**config.mk**
```make
export PLATFORM = sky130hd
export DESIGN_NAME = beep_melody_ctrl
export DESIGN_NICKNAME = d
export VERILOG_FILES = /design/src/rtl/beep_pkg.sv /design/src/rtl/beep_note_rom.sv /design/src/rtl/beep_melody_ctrl.sv
export SDC_FILE = /design/constraint.sdc
export NUM_CORES = 1
export LEC_CHECK = 0
export CAP_MARGIN = 20
export CELL_PAD_IN_SITES_DETAIL_PLACEMENT = 2
export CELL_PAD_IN_SITES_GLOBAL_PLACEMENT = 2
export CORE_MARGIN = 1.5
export CORE_UTILIZATION = 33
export DETAILED_ROUTE_END_ITERATION = 16
export GPL_ROUTABILITY_DRIVEN = 0
export PLACE_DENSITY_LB_ADDON = 0.1
export SLEW_MARGIN = 30
export SYNTH_ARGS = -nofsm -noshare
export SYNTH_HDL_FRONTEND = slang
export SYNTH_SLANG_ARGS = --single-unit
```
**constraint.sdc**
```tcl
create_clock -name sys_clk -period 3.87 [get_ports sys_clk]
set_clock_uncertainty 0.15 [all_clocks]
set_input_delay 0.774 -clock sys_clk [delete_from_list [all_inputs] [get_ports sys_clk]]
set_output_delay 0.774 -clock sys_clk [all_outputs]
set_load 0.02 [all_outputs]
```
**src/rtl/beep_pkg.sv**
```systemverilog
// Shared types and pitch constants for the buzzer melody sequencer.
// The periods are in 50 MHz clock cycles.
package beep_pkg;

    localparam int ROM_PERIOD_W = 20;
    localparam int ROM_DUR_W    = 10;

    typedef enum logic [2:0] {
        IDLE,
        LOAD,
        PLAY,
        GAP,
        DONE
    } state_t;

    typedef struct packed {
        logic [ROM_PERIOD_W-1:0] period;
        logic [ROM_DUR_W-1:0]    dur_ms;
    } note_t;

    // Each period is 50e6 / f_note, where f_note is the equal-tempered pitch.
    localparam logic [ROM_PERIOD_W-1:0] NOTE_C4   = 20'd191113;
    localparam logic [ROM_PERIOD_W-1:0] NOTE_D4   = 20'd170262;
    localparam logic [ROM_PERIOD_W-1:0] NOTE_E4   = 20'd151686;
    localparam logic [ROM_PERIOD_W-1:0] NOTE_F4   = 20'd143173;
    localparam logic [ROM_PERIOD_W-1:0] NOTE_G4   = 20'd127553;
    localparam logic [ROM_PERIOD_W-1:0] NOTE_A4   = 20'd113636;
    localparam logic [ROM_PERIOD_W-1:0] NOTE_B4   = 20'd101239;
    localparam logic [ROM_PERIOD_W-1:0] NOTE_C5   = 20'd95556;
    localparam logic [ROM_PERIOD_W-1:0] NOTE_REST = '0;

    localparam logic [ROM_DUR_W-1:0] BEAT_MS = 10'd250;

    localparam note_t REST_1MS = '{period: NOTE_REST, dur_ms: 10'd1};

endpackage

```
**src/rtl/beep_note_rom.sv**
```systemverilog
// Combinational note table: address -> {period, duration}.
// An address past the end of the selected table plays a 1 ms rest.
module beep_note_rom
    import beep_pkg::*;
#(
    parameter int TABLE_SEL = 0
) (
    input  logic [7:0] addr,
    output note_t      note
);

    always_comb begin
        // NOTE: default first, so every path assigns note and no latch is inferred.
        note = REST_1MS;
        if (TABLE_SEL == 0) begin
            // C major scale. The top note is held for two beats.
            case (addr)
                8'd0:    note = '{period: NOTE_C4, dur_ms: BEAT_MS};
                8'd1:    note = '{period: NOTE_D4, dur_ms: BEAT_MS};
                8'd2:    note = '{period: NOTE_E4, dur_ms: BEAT_MS};
                8'd3:    note = '{period: NOTE_F4, dur_ms: BEAT_MS};
                8'd4:    note = '{period: NOTE_G4, dur_ms: BEAT_MS};
                8'd5:    note = '{period: NOTE_A4, dur_ms: BEAT_MS};
                8'd6:    note = '{period: NOTE_B4, dur_ms: BEAT_MS};
                8'd7:    note = '{period: NOTE_C5, dur_ms: 10'd500};
                default: note = REST_1MS;
            endcase
        end else begin
            // Short table for fast clocks: two tones, a rest, then a zero-length entry.
            case (addr)
                8'd0:    note = '{period: 20'd100,   dur_ms: 10'd2};
                8'd1:    note = '{period: 20'd200,   dur_ms: 10'd3};
                8'd2:    note = '{period: NOTE_REST, dur_ms: 10'd1};
                8'd3:    note = '{period: 20'd60,    dur_ms: 10'd0};
                default: note = REST_1MS;
            endcase
        end
    end

endmodule

```
**src/rtl/beep_melody_ctrl.sv**
```systemverilog
// Melody sequencer: walks the note table and loads period/duty into the PWM generator.
// Each note is held for its duration and is followed by a silent gap.
module beep_melody_ctrl
    import beep_pkg::*;
#(
    parameter int CLK_FREQ   = 50_000_000,
    parameter int NOTE_NUM   = 8,
    parameter int PERIOD_W   = 20,
    parameter int DUR_W      = 10,
    parameter int GAP_MS     = 20,
    parameter int DUTY_SHIFT = 1,
    parameter int TABLE_SEL  = 0
) (
    input  logic                sys_clk,
    input  logic                sys_rst,
    input  logic                start,
    input  logic                stop,
    input  logic                loop_en,
    output logic                busy,
    output logic                done,
    output logic [7:0]          note_idx,
    output logic                cfg_load,
    output logic                pwm_en,
    output logic [PERIOD_W-1:0] pwm_period,
    output logic [PERIOD_W-1:0] pwm_duty
);

    localparam int TICK  = CLK_FREQ / 1000;
    localparam int PRE_W = (TICK > 1) ? $clog2(TICK) : 1;
    localparam int GAP_W = (GAP_MS > 0) ? $clog2(GAP_MS + 1) : 1;
    localparam int MS_W  = (DUR_W > GAP_W) ? DUR_W : GAP_W;

    localparam logic [PRE_W-1:0] PRE_LAST = PRE_W'(TICK - 1);
    localparam logic [MS_W-1:0]  GAP_LAST = MS_W'((GAP_MS > 0) ? GAP_MS - 1 : 0);
    localparam logic [7:0]       IDX_LAST = 8'(NOTE_NUM - 1);

    state_t              state;
    state_t              seq_state;
    logic [7:0]          seq_idx;
    logic                start_q;
    logic [PRE_W-1:0]    pre_cnt;
    logic [MS_W-1:0]     ms_cnt;
    note_t               rom_note;
    logic [PERIOD_W-1:0] rom_period;
    logic [MS_W-1:0]     play_last;
    logic                ms_tick;

    beep_note_rom #(
        .TABLE_SEL (TABLE_SEL)
    ) u_note_rom (
        .addr (note_idx),
        .note (rom_note)
    );

    always_comb begin
        rom_period = PERIOD_W'(rom_note.period);
        play_last  = (rom_note.dur_ms == '0) ? '0 : MS_W'(rom_note.dur_ms - 1'b1);
        ms_tick    = (pre_cnt == PRE_LAST);
        // What follows the current note: the next entry, a wrap to entry 0, or the end of the pass.
        if (note_idx != IDX_LAST) begin
            seq_state = LOAD;
            seq_idx   = note_idx + 8'd1;
        end else if (loop_en) begin
            seq_state = LOAD;
            seq_idx   = '0;
        end else begin
            seq_state = DONE;
            seq_idx   = note_idx;
        end
    end

    always_ff @(posedge sys_clk) begin
        if (sys_rst) begin
            state      <= IDLE;
            start_q    <= 1'b0;
            pre_cnt    <= '0;
            ms_cnt     <= '0;
            busy       <= 1'b0;
            done       <= 1'b0;
            note_idx   <= '0;
            cfg_load   <= 1'b0;
            pwm_en     <= 1'b0;
            pwm_period <= '0;
            pwm_duty   <= '0;
        end else begin
            // NOTE: non-blocking only; a later assignment in this block overrides these strobe defaults.
            cfg_load <= 1'b0;
            done     <= 1'b0;
            // Start is captured one cycle ahead of the IDLE decision. A start that arrives
            // together with stop, or outside IDLE, is never captured.
            start_q  <= start && !stop && (state == IDLE);

            if (state != IDLE && (stop || state == DONE)) begin
                state      <= IDLE;
                busy       <= 1'b0;
                pwm_en     <= 1'b0;
                note_idx   <= '0;
                pwm_period <= '0;
                pwm_duty   <= '0;
                pre_cnt    <= '0;
                ms_cnt     <= '0;
            end else begin
                case (state)
                    IDLE: begin
                        if (start_q && !stop) begin
                            state    <= LOAD;
                            busy     <= 1'b1;
                            note_idx <= '0;
                        end
                    end
                    LOAD: begin
                        state      <= PLAY;
                        pwm_period <= rom_period;
                        pwm_duty   <= rom_period >> DUTY_SHIFT;
                        cfg_load   <= 1'b1;
                        pwm_en     <= |rom_period;
                        pre_cnt    <= '0;
                        ms_cnt     <= '0;
                    end
                    PLAY: begin
                        if (!ms_tick) begin
                            pre_cnt <= pre_cnt + 1'b1;
                        end else begin
                            pre_cnt <= '0;
                            if (ms_cnt != play_last) begin
                                ms_cnt <= ms_cnt + 1'b1;
                            end else begin
                                ms_cnt <= '0;
                                pwm_en <= 1'b0;
                                if (GAP_MS > 0) begin
                                    state <= GAP;
                                end else begin
                                    state    <= seq_state;
                                    note_idx <= seq_idx;
                                    done     <= (seq_state == DONE);
                                end
                            end
                        end
                    end
                    GAP: begin
                        if (!ms_tick) begin
                            pre_cnt <= pre_cnt + 1'b1;
                        end else begin
                            pre_cnt <= '0;
                            if (ms_cnt != GAP_LAST) begin
                                ms_cnt <= ms_cnt + 1'b1;
                            end else begin
                                ms_cnt   <= '0;
                                state    <= seq_state;
                                note_idx <= seq_idx;
                                done     <= (seq_state == DONE);
                            end
                        end
                    end
                    default: state <= IDLE;
                endcase
            end
        end
    end

endmodule

```
==> flow_summary.toml, run 1 <==
[status]
status = "complete, no violations"

[timing]
finalMaxSlewViolations = 0
period_needed_ns = 3.21
tightest_slew_ns = 0.750
hold_viol = 0
period_share_pct = 82.9
slew-limit-headroom_pct = 49.6
tns_ns = 0
rsz0062_at_grt = "no"
clock.fmax_mhz = 312
final-setup-viol-count = 0

[setup_path]
rr_worst_depth = 8
crit_chain = "clkdlybuf4s50_1 > nor4_1 > nand4_1 > nor2_1 > a211o_1 > mux2i_1 > inv_1 > ha_1 > mux2_2"
r2r_start = "ms_cnt[4]"
slowest_delay_ns = 0.45
crit_family = "multiplexers"
cp_slowest_cell = "a211o_1"
worstPathArrival_ns = 3.29
cp-start-kind = "primary input"
criticalPathCategory = "primary input to flip-flop"
path_max_fanout = 15
reg2reg_slack_ns = 0.70
startpoint = "loop_en"
worst-path-stages = 9
crit_buf_inv = 2
required_ns = 3.95
cp-end-kind = "flip-flop"

[synth]
synth.avg_cell_area_um2 = 8.58
netlist_instances = 455
yosysSeqAreaShare_pct = 41.0
yosysUniqueCellTypes = 59
ys_seq_elements = 80
async_reset_ff_share_pct = 0
syn_area_um2 = 3900
synth_ff_type = "dfxtp_1"
yosysWarningCount = 0
synth_edf_count = 0

[clock_tree]
cts_sinks = 80
path_clk_slew_ns = 0.06
clock_latency_ns = 0.34
numCtsBuffers = 9
htreeDepth = 3
cts_resized = 0
tritoncts = "yes"
cts_root_buf = "clkbuf_16"
cts_setup_buffers = 0
clock_path_buffers = 2
hold_buffers = 0

[routing]
drc = 0
drt_first_pass_iters = 4
first_iter_violations = 160
vias = 3484
antenna_left = 0
vias_per_cell = 5.50
wl_um = 11400
drt-wirelength-per-cell_um = 18.1

[finish]
fillCellCount = 1280
instances_no_fill = 634
final_cell_mix = "dfxtp_1 (80), clkdlybuf4s50_1 (51), nand2_1 (44)"
multi_input_area_um2 = 2020
area_growth_pct = 20.0
layout_commonest_cell = "dfxtp_1"
ff_latch_area_um2 = 1600
num-nets-final = 500
antennaDiodeCount = 0
drive_gt1_share_pct = 8.15

[power_and_ir_drop]
p_leak_nw = 1.66
ir_drop_mv = 0.257
fin_total_pwr_mw = 2.36
power.density_nw_per_um2 = 503

[place]
hpwl_um = 8250
place_inst = 618
port_buffers = 51

[floorplanning]
dieArea_um2 = 12500
die_h_um = 112
start_util_pct = 34.0
die_x_um = 112
rows = 39
boundaryPins = 57
core_um2 = 11500

[global_routing]
antenna_found_initial = 0
grt_pass1_wl_um = 19300
grt_pass1_vias = 3670
grt_use_total_pct = 19.3
grt_max_degree = 38
grt_overflow = 0

[flow_run]
cap_violations = 0

[worst_hold_path]
hold_path_class = "flip-flop to flip-flop"
-- cell families after synthesis --
logic type      count (synthesis)  share of synthesized area, %
buf+inv                        54                          7.79
flops                          80                          41.0
mux                            16                          4.23
compound gates                 94                          15.8
xor+xnor                        9                          2.02
other cells                     1                        0.0961
fa+ha+maj                       9                          2.89
simple gates                  192                          26.1
-- worst min path at each step --
stage	startpoint	to	slack, ns	cells past startpoint
finish	pwm_period[0]	pwm_period[0]	0.32	2
global route	pwm_period[0]	pwm_period[0]	0.35	2
CTS	pwm_period[0]	pwm_period[0]	0.32	2
detailed placement	pwm_period[0]	pwm_period[0]	0.31	2
global placement	pwm_period[0]	pwm_period[0]	0.30	2
floorplan	flip-flop	pwm_period[8]	0.29	2
-- power by group --
| group | leakage [nW] | switching (mW) | internal [mW] |
|---|---|---|---|
| combinational | 0.887 | 0.399 | 0.232 |
| sequential | 0.646 | 0.0486 | 0.873 |
| clock | 0.129 | 0.350 | 0.454 |
| total | 1.66 | 0.798 | 1.56 |
-- per-layer routing --
metal / track usage, % / wire, um
met5: 0 / 0
met1: 26.6 / 5670
met3: 3.27 / 327
met4: 6.67 / 162
met2: 30.6 / 5290
-- through the flow --
step	worst slack (ns)	area (um2)	hold slack (ns)	util [%]
finish	0.663	4680	0.317	40.9
global route	0.434	4680	0.347	40.9
CTS	0.649	4680	0.321	40.9
detailed placement	0.310	4410	0.306	38.5
global placement	0.411	4410	0.297	38.5
floorplan	0.842	3920	0.292	-
-- synth_stat cells (4+ instances only) --
cell type,count,area (um2)
nand3b_1,4,30.0
a21oi_1,34,170
nand4_1,6,37.5
nand2_1,44,165
nand3_1,34,170
nor3_1,8,40.0
dfxtp_1,80,1600
ha_1,9,113
nor2_1,37,139
o21ai_0,20,100
mux2_2,4,45.0
or4_1,5,37.5
nor4_1,6,37.5
clkbuf_1,10,37.5
mux2i_1,12,120
nand2b_1,6,37.5
buf_1,4,15.0
inv_1,12,45.0
and2_1,8,50.1
and3_1,17,106
a311oi_1,4,35.0
buf_4,24,180
xor2_1,7,61.3
-- cell type report --
cell class                      instances  area share (%)
Clock inverter                          4           0.614
Inverter                               12           0.962
Tap cell                              143            3.82
Multi-Input combinational cell        325            43.1
Sequential cell                        80            34.2
Timing Repair Buffer                   58            12.0
Clock buffer                           12            5.26
-- tightest hold or removal path: cells and delay by family, from the launching register on --
family	cells	cell delay (ns)
and+or+nand+nor	1	0.06
AOI/OAI and AO/OA	1	0.05
DFF	1	0.31
No activity file was read; power rests on OpenSTA's default activity.
==> run 2: changes to the inputs <==
Settings changed: CORE_UTILIZATION 33 to 29.
Clock period 3.87 ns to 2.6 ns, I/O delays scaled along.
==> run 2 against run 1 <==
Register-to-register slack worse by 0.61 ns. Critical path depth is 1 higher. Design area is 15% higher. Setup slack worse by 0.57 ns. Largest cell class unchanged.
==> flow_summary.toml, run 2 (synthesis results as in run 1) <==
[clock_tree]
numCtsBuffers = 9
clock_path_buffers = 2
cts_root_buf = "clkbuf_16"
clock_latency_ns = 0.35
path_clk_slew_ns = 0.06
tritoncts = "yes"
cts_sinks = 80
htreeDepth = 3

[finish]
instances_no_fill = 734
stdcell_area_um2 = 5400
drive_gt1_share_pct = 23.8
antennaDiodeCount = 0
layout_commonest_cell = "dfxtp_1"
num-nets-final = 567
fin_util_pct = 41.0
final_cell_mix = "dfxtp_1 (75), buf_4 (73), clkdlybuf4s50_1 (50)"
area_growth_pct = 38.4

[timing]
period_share_pct = 96.5
tns_ns = 0
hold_viol = 0
clock.fmax_mhz = 399
hold_slack_ns = 0.317
finalMaxSlewViolations = 0
tightest_slew_ns = 0.761
rsz0062_at_grt = "yes"
slew-limit-headroom_pct = 49.1
final-setup-viol-count = 0
period_needed_ns = 2.51
setup_slack_ns = 0.0912

[place]
port_buffers = 51
hpwl_um = 9630
dp_slack_ns = -0.342
place_inst = 713
placed_area_um2 = 4970

[floorplanning]
boundaryPins = 57
start_util_pct = 29.6
die_h_um = 119
die_x_um = 119
core_um2 = 13200
rows = 42
dieArea_um2 = 14200

[routing]
antenna_left = 0
drt_first_pass_iters = 4
first_iter_violations = 122
wl_um = 12900
vias = 3717
drt-wirelength-per-cell_um = 17.6
vias_per_cell = 5.06
drc = 0

[global_routing]
antenna_found_initial = 0
grt_use_total_pct = 18.8
grt_overflow = 0
grt_max_degree = 29
grt_pass1_wl_um = 20900
grt_pass1_vias = 4118

[setup_path]
worstPathArrival_ns = 2.59
criticalPathCategory = "flip-flop to flip-flop"
path_max_fanout = 4
cp-end-kind = "flip-flop"
required_ns = 2.68
cp-start-kind = "flip-flop"

[flow_run]
cap_violations = 0

[status]
status = "complete, no violations"

[power_and_ir_drop]
power.density_nw_per_um2 = 701
ir_drop_mv = 0.324
fin_total_pwr_mw = 3.79
p_leak_nw = 2.03

[worst_hold_path]
hold_path_class = "flip-flop to flip-flop"
-- run 2: cell types whose count changed in the layout (fill, tap and decap cells not counted), sizes merged --
| cell | delta |
|---|---|
| inv | +1 |
| clkbuf | -2 |
| clkdlybuf4s50 | -1 |
| bufinv | +1 |
| clkinv | +2 |
| buf | +67 |
| dlymetal6s2s | +1 |
| clkinvlp | -2 |
-- run 2: worst max-delay path, cell delays in order (launching register included) --
cell and delay, ns:
dfxtp_2 0.34, nor4b_4 0.32, and4_4 0.29, o221ai_2 0.11, buf_4 0.16, nor4_2 0.21
buf_4 0.16, a31oi_4 0.05, buf_4 0.16, ha_1 0.18, mux2_2 0.27
-- run 2: cell type report --
cell class / count / area, um2
inverter: 12 / 45.0
tap: 176 / 220
clock inverter: 6 / 66.3
sequential: 80 / 1610
clock buffer: 10 / 239
timing repair buffer: 125 / 1080
multi-input combinational: 325 / 2140
fill: 1447 / 7790
-- run 2: report_power, final --
part	switching [mW]	internal [mW]	total [mW]
registers	0.0592	1.30	1.36
clock network	0.552	0.776	1.33
logic	0.654	0.446	1.10
-- run 2: repair_timing --
| action | CTS | global route |
|---|---|---|
| endpoints found under the hold margin | 0 | 0 |
| hold buffers | 0 | 0 |
| pin swaps | 1 | 3 |
| gates resized for setup | 3 | 18 |
| setup buffers | 0 | 5 |
| setup endpoints to repair | 22 | 24 |
-- run 2: metal layers --
metal	global-route usage [%]	up-vias	part of all wire, %
li1	-	1805	-
met1	22.9	1845	46
met2	33.3	54	51
met3	3.21	13	2.3
met4	6.25	0	1.3
met5	0	-	0
-- run 2: path summary, 6_finish.rpt --
| path | startpoint | endpoint | slack, ns | depth (start not counted) |
|---|---|---|---|---|
| min | pwm_period[16] | pwm_period[16] | 0.32 | 2 |
| max reg2reg | pre_cnt[7] | flip-flop | 0.09 | 10 |
| max | pre_cnt[7] | flip-flop | 0.09 | 10 |
| min reg2reg | pwm_period[16] | pwm_period[16] | 0.32 | 2 |
==> edit (config.mk and constraints of run 2) <==
Register the output `pwm_duty` once more, cleared by the reset; this adds one clock of latency there. The other outputs are not delayed to match.
--- a/src/rtl/beep_melody_ctrl.sv
+++ b/src/rtl/beep_melody_ctrl.sv
@@ -35,2 +35,4 @@
     localparam logic [7:0]       IDX_LAST = 8'(NOTE_NUM - 1);
+
+    logic [PERIOD_W-1:0] pwm_duty_s0;
 
@@ -83,3 +85,3 @@
             pwm_period <= '0;
-            pwm_duty   <= '0;
+            pwm_duty_s0 <= '0;
         end else begin
@@ -98,3 +100,3 @@
                 pwm_period <= '0;
-                pwm_duty   <= '0;
+                pwm_duty_s0 <= '0;
                 pre_cnt    <= '0;
@@ -113,3 +115,3 @@
                         pwm_period <= rom_period;
-                        pwm_duty   <= rom_period >> DUTY_SHIFT;
+                        pwm_duty_s0 <= rom_period >> DUTY_SHIFT;
                         cfg_load   <= 1'b1;
@@ -160,2 +162,10 @@
 
+    always_ff @(posedge sys_clk) begin
+        if (sys_rst) begin
+            pwm_duty <= '0;
+        end else begin
+            pwm_duty <= pwm_duty_s0;
+        end
+    end
+
 endmodule
Check against the original RTL: not equivalent (a bounded check fails within 4 cycles, from zero or initial values and one cycle with sys_rst high).
==> edit against run 2 <==
Global-route usage is 0.29 points higher. Sequential power is 24% higher. Worst setup slack worse by 0.091 ns. Total power is 17% higher. Routed wire length is 16% higher. Cell count is 9.8% higher. Area after synthesis is 11% higher. Design area is 16% higher. Sequential cell count is 17 higher.
==> edit: results (changes against run 2) <==
| Metric | Value |
|---|---|
| Met2 Track Usage GR | `33.1% (-0.17 points)` |
| Total routing resource utilization after global routing | `19.1% (+0.29 points)` |
| Final HPWL from detailed placement | `10.6 mm (+10%)` |
| Cell family contributing the most delay on the critical path | `simple AND/OR/NAND/NOR gates` |
| Port Buffer Count | `51 (unchanged)` |
| Largest vdd supply drop | `0.429 mV (+32%)` |
| Uppermost metal layer occupied by signal nets | `met4` |
| Placed Instance Area | `5640 um^2 (+13%)` |
| Count of unique library cells instantiated by Yosys | `69 (+17%)` |
| Diodes inserted | `0 (unchanged)` |
| Routing usage on met1 | `24.8% (+1.9 points)` |
| Critical-path top delay cell | `or4_4` |
| Maximum buffer depth of the clock tree | `2 (unchanged)` |
| WL met3 | `221 um (-27%)` |
| Post-Route WL | `15.0 mm (+16%)` |
| Multiplexer share of the synthesized area | `2.62% (-1.6 points)` |
| Parity-gate share of the synthesized area counting xor and xnor cells | `0.202% (-1.8 points)` |
| Share of post-route cells with drive strength above 1 | `28.0% (+4.1 points)` |
| CTS H-tree depth | `3 (unchanged)` |
| Total placed cells including tap cells | `780 (+9.4%)` |
| Yosys warns | `0 (unchanged)` |
| Cell count after synthesis | `498 (+9.5%)` |
| Number of DRC markers after the initial detailed-route iteration | `184 (+51%)` |
| Clk slew on worst S/H paths | `0.07 ns` |
| Drt pass-1 iters | `5 (+1)` |
| Outcome | `finished clean` |
| Root Buffer Master | `clkbuf_16` |
| Clk Latency, worst-skew pair | `0.35 ns (about the same)` |
| Fraction of the yosys area taken by sequential cells | `44.7% (+3.6 points)` |
| Met2 routed WL | `7.41 mm (+13%)` |
| Max stage delay on crit path | `0.61 ns (+0.27 ns)` |
| Post-synthesis async set-or-reset flop share | `0% (unchanged)` |
| Max Fanout on Critical Path | `7 (+3)` |
| Via count of the first global-routing pass | `4,557 (+11%)` |
| Average wire per cell in the routed design | `18.6 um (+5.6%)` |
| Commonest cells in the netlist | `dfxtp_1 (97), nand2_1 (39), a21oi_1 (37)` |
| Number of antenna violations at the first check in global routing | `0 (unchanged)` |
| Adder-cell share of the synthesized area | `2.59% (-0.29 points)` |
| Number of synthesized flops with an enable pin | `0 (unchanged)` |
| Leakage Power | `2.35 nW (+16%)` |
| Maximum number of pins on one net before global-route repair | `31 (+6.9%)` |
| Met3 demand-to-capacity share in global routing | `2.31% (-0.90 points)` |
| Class of the worst hold path | `register to register` |
| Compound-cell area share of the yosys netlist | `18.3% (+2.5 points)` |
| Wire length of the first global-routing pass | `24.1 mm (+15%)` |
| Final net count | `631 (+11%)` |
| Largest cells by area after synthesis | `dfxtp_1 (45%), a21oi_1 (4.3%), nand3_1 (4.0%)` |
| Post-placement setup slack | `-0.503 ns (-0.161 ns)` |
| Relative max-transition margin | `49.0% (-0.10 points)` |
| Met1 routed wirelength after detailed routing | `7.22 mm (+22%)` |
| Total CTS buffers | `9 (unchanged)` |
| Reported net switching power | `1.56 mW (+24%)` |
| Post-detailed-route via-to-cell ratio | `5.18 (+2.3%)` |
edit: final cells by class:
class | count | area (um^2)
clock inverter | 7 | 83.8
inverter | 16 | 62.6
sequential | 97 | 1960
timing repair buffer | 139 | 1210
multi-input combinational | 354 | 2480
fill | 1568 | 8340
tap | 184 | 230
clock buffer | 9 | 225
edit: repair_timing:
| action | CTS | global route |
|---|---|---|
| gates cloned | 0 | 0 |
| pin swaps | 11 | 7 |
| endpoints found under the setup margin | 25 | 28 |
| resized for setup | 27 | 23 |
| buffers inserted | 5 | 6 |
edit: worst register-to-register path, stage by stage, from the launching register on:
cell and delay [ns]:
dfxtp_4 0.37, or4_4 0.61, o31ai_4 0.33, a2111oi_4 0.06, a211o_1 0.27, and2_4 0.17, buf_12 0.14, ha_4 0.15
mux2_4 0.25
edit: worst paths after layout:
check | to | cells after the start | slack (ns) | startpoint
worst max-delay path | register | 8 | 0.0001 | note_idx[4]
worst min-delay path | pwm_period[0] | 2 | 0.32 | pwm_period[0]
worst max register to register | register | 8 | 0.0001 | note_idx[4]
worst min register to register | pwm_period[0] | 2 | 0.32 | pwm_period[0]
edit: logic make-up (layout without fill, tap and decap cells):
| kind of cell | after synthesis | after routing |
|---|---|---|
| XOR/XNOR | 1 | 1 |
| flip-flops | 97 | 97 |
| buffers and inverters | 51 | 171 |
| multiplexers | 11 | 11 |
| other | 1 | 5 |
| AND/OR/NAND/NOR | 213 | 213 |
| adder cells (fa/ha/maj) | 9 | 9 |
| AO/OA/AOI/OAI | 115 | 115 |
edit: power by group through the flow:
stage	clock, mW	sequential, mW	combinational (mW)
after global placement	0	1.70	1.27
after global routing	1.52	1.70	1.44
after detailed placement	0	1.71	1.30
after CTS	1.47	1.68	1.32
final	1.43	1.68	1.32
after floorplan	0	1.80	0.596
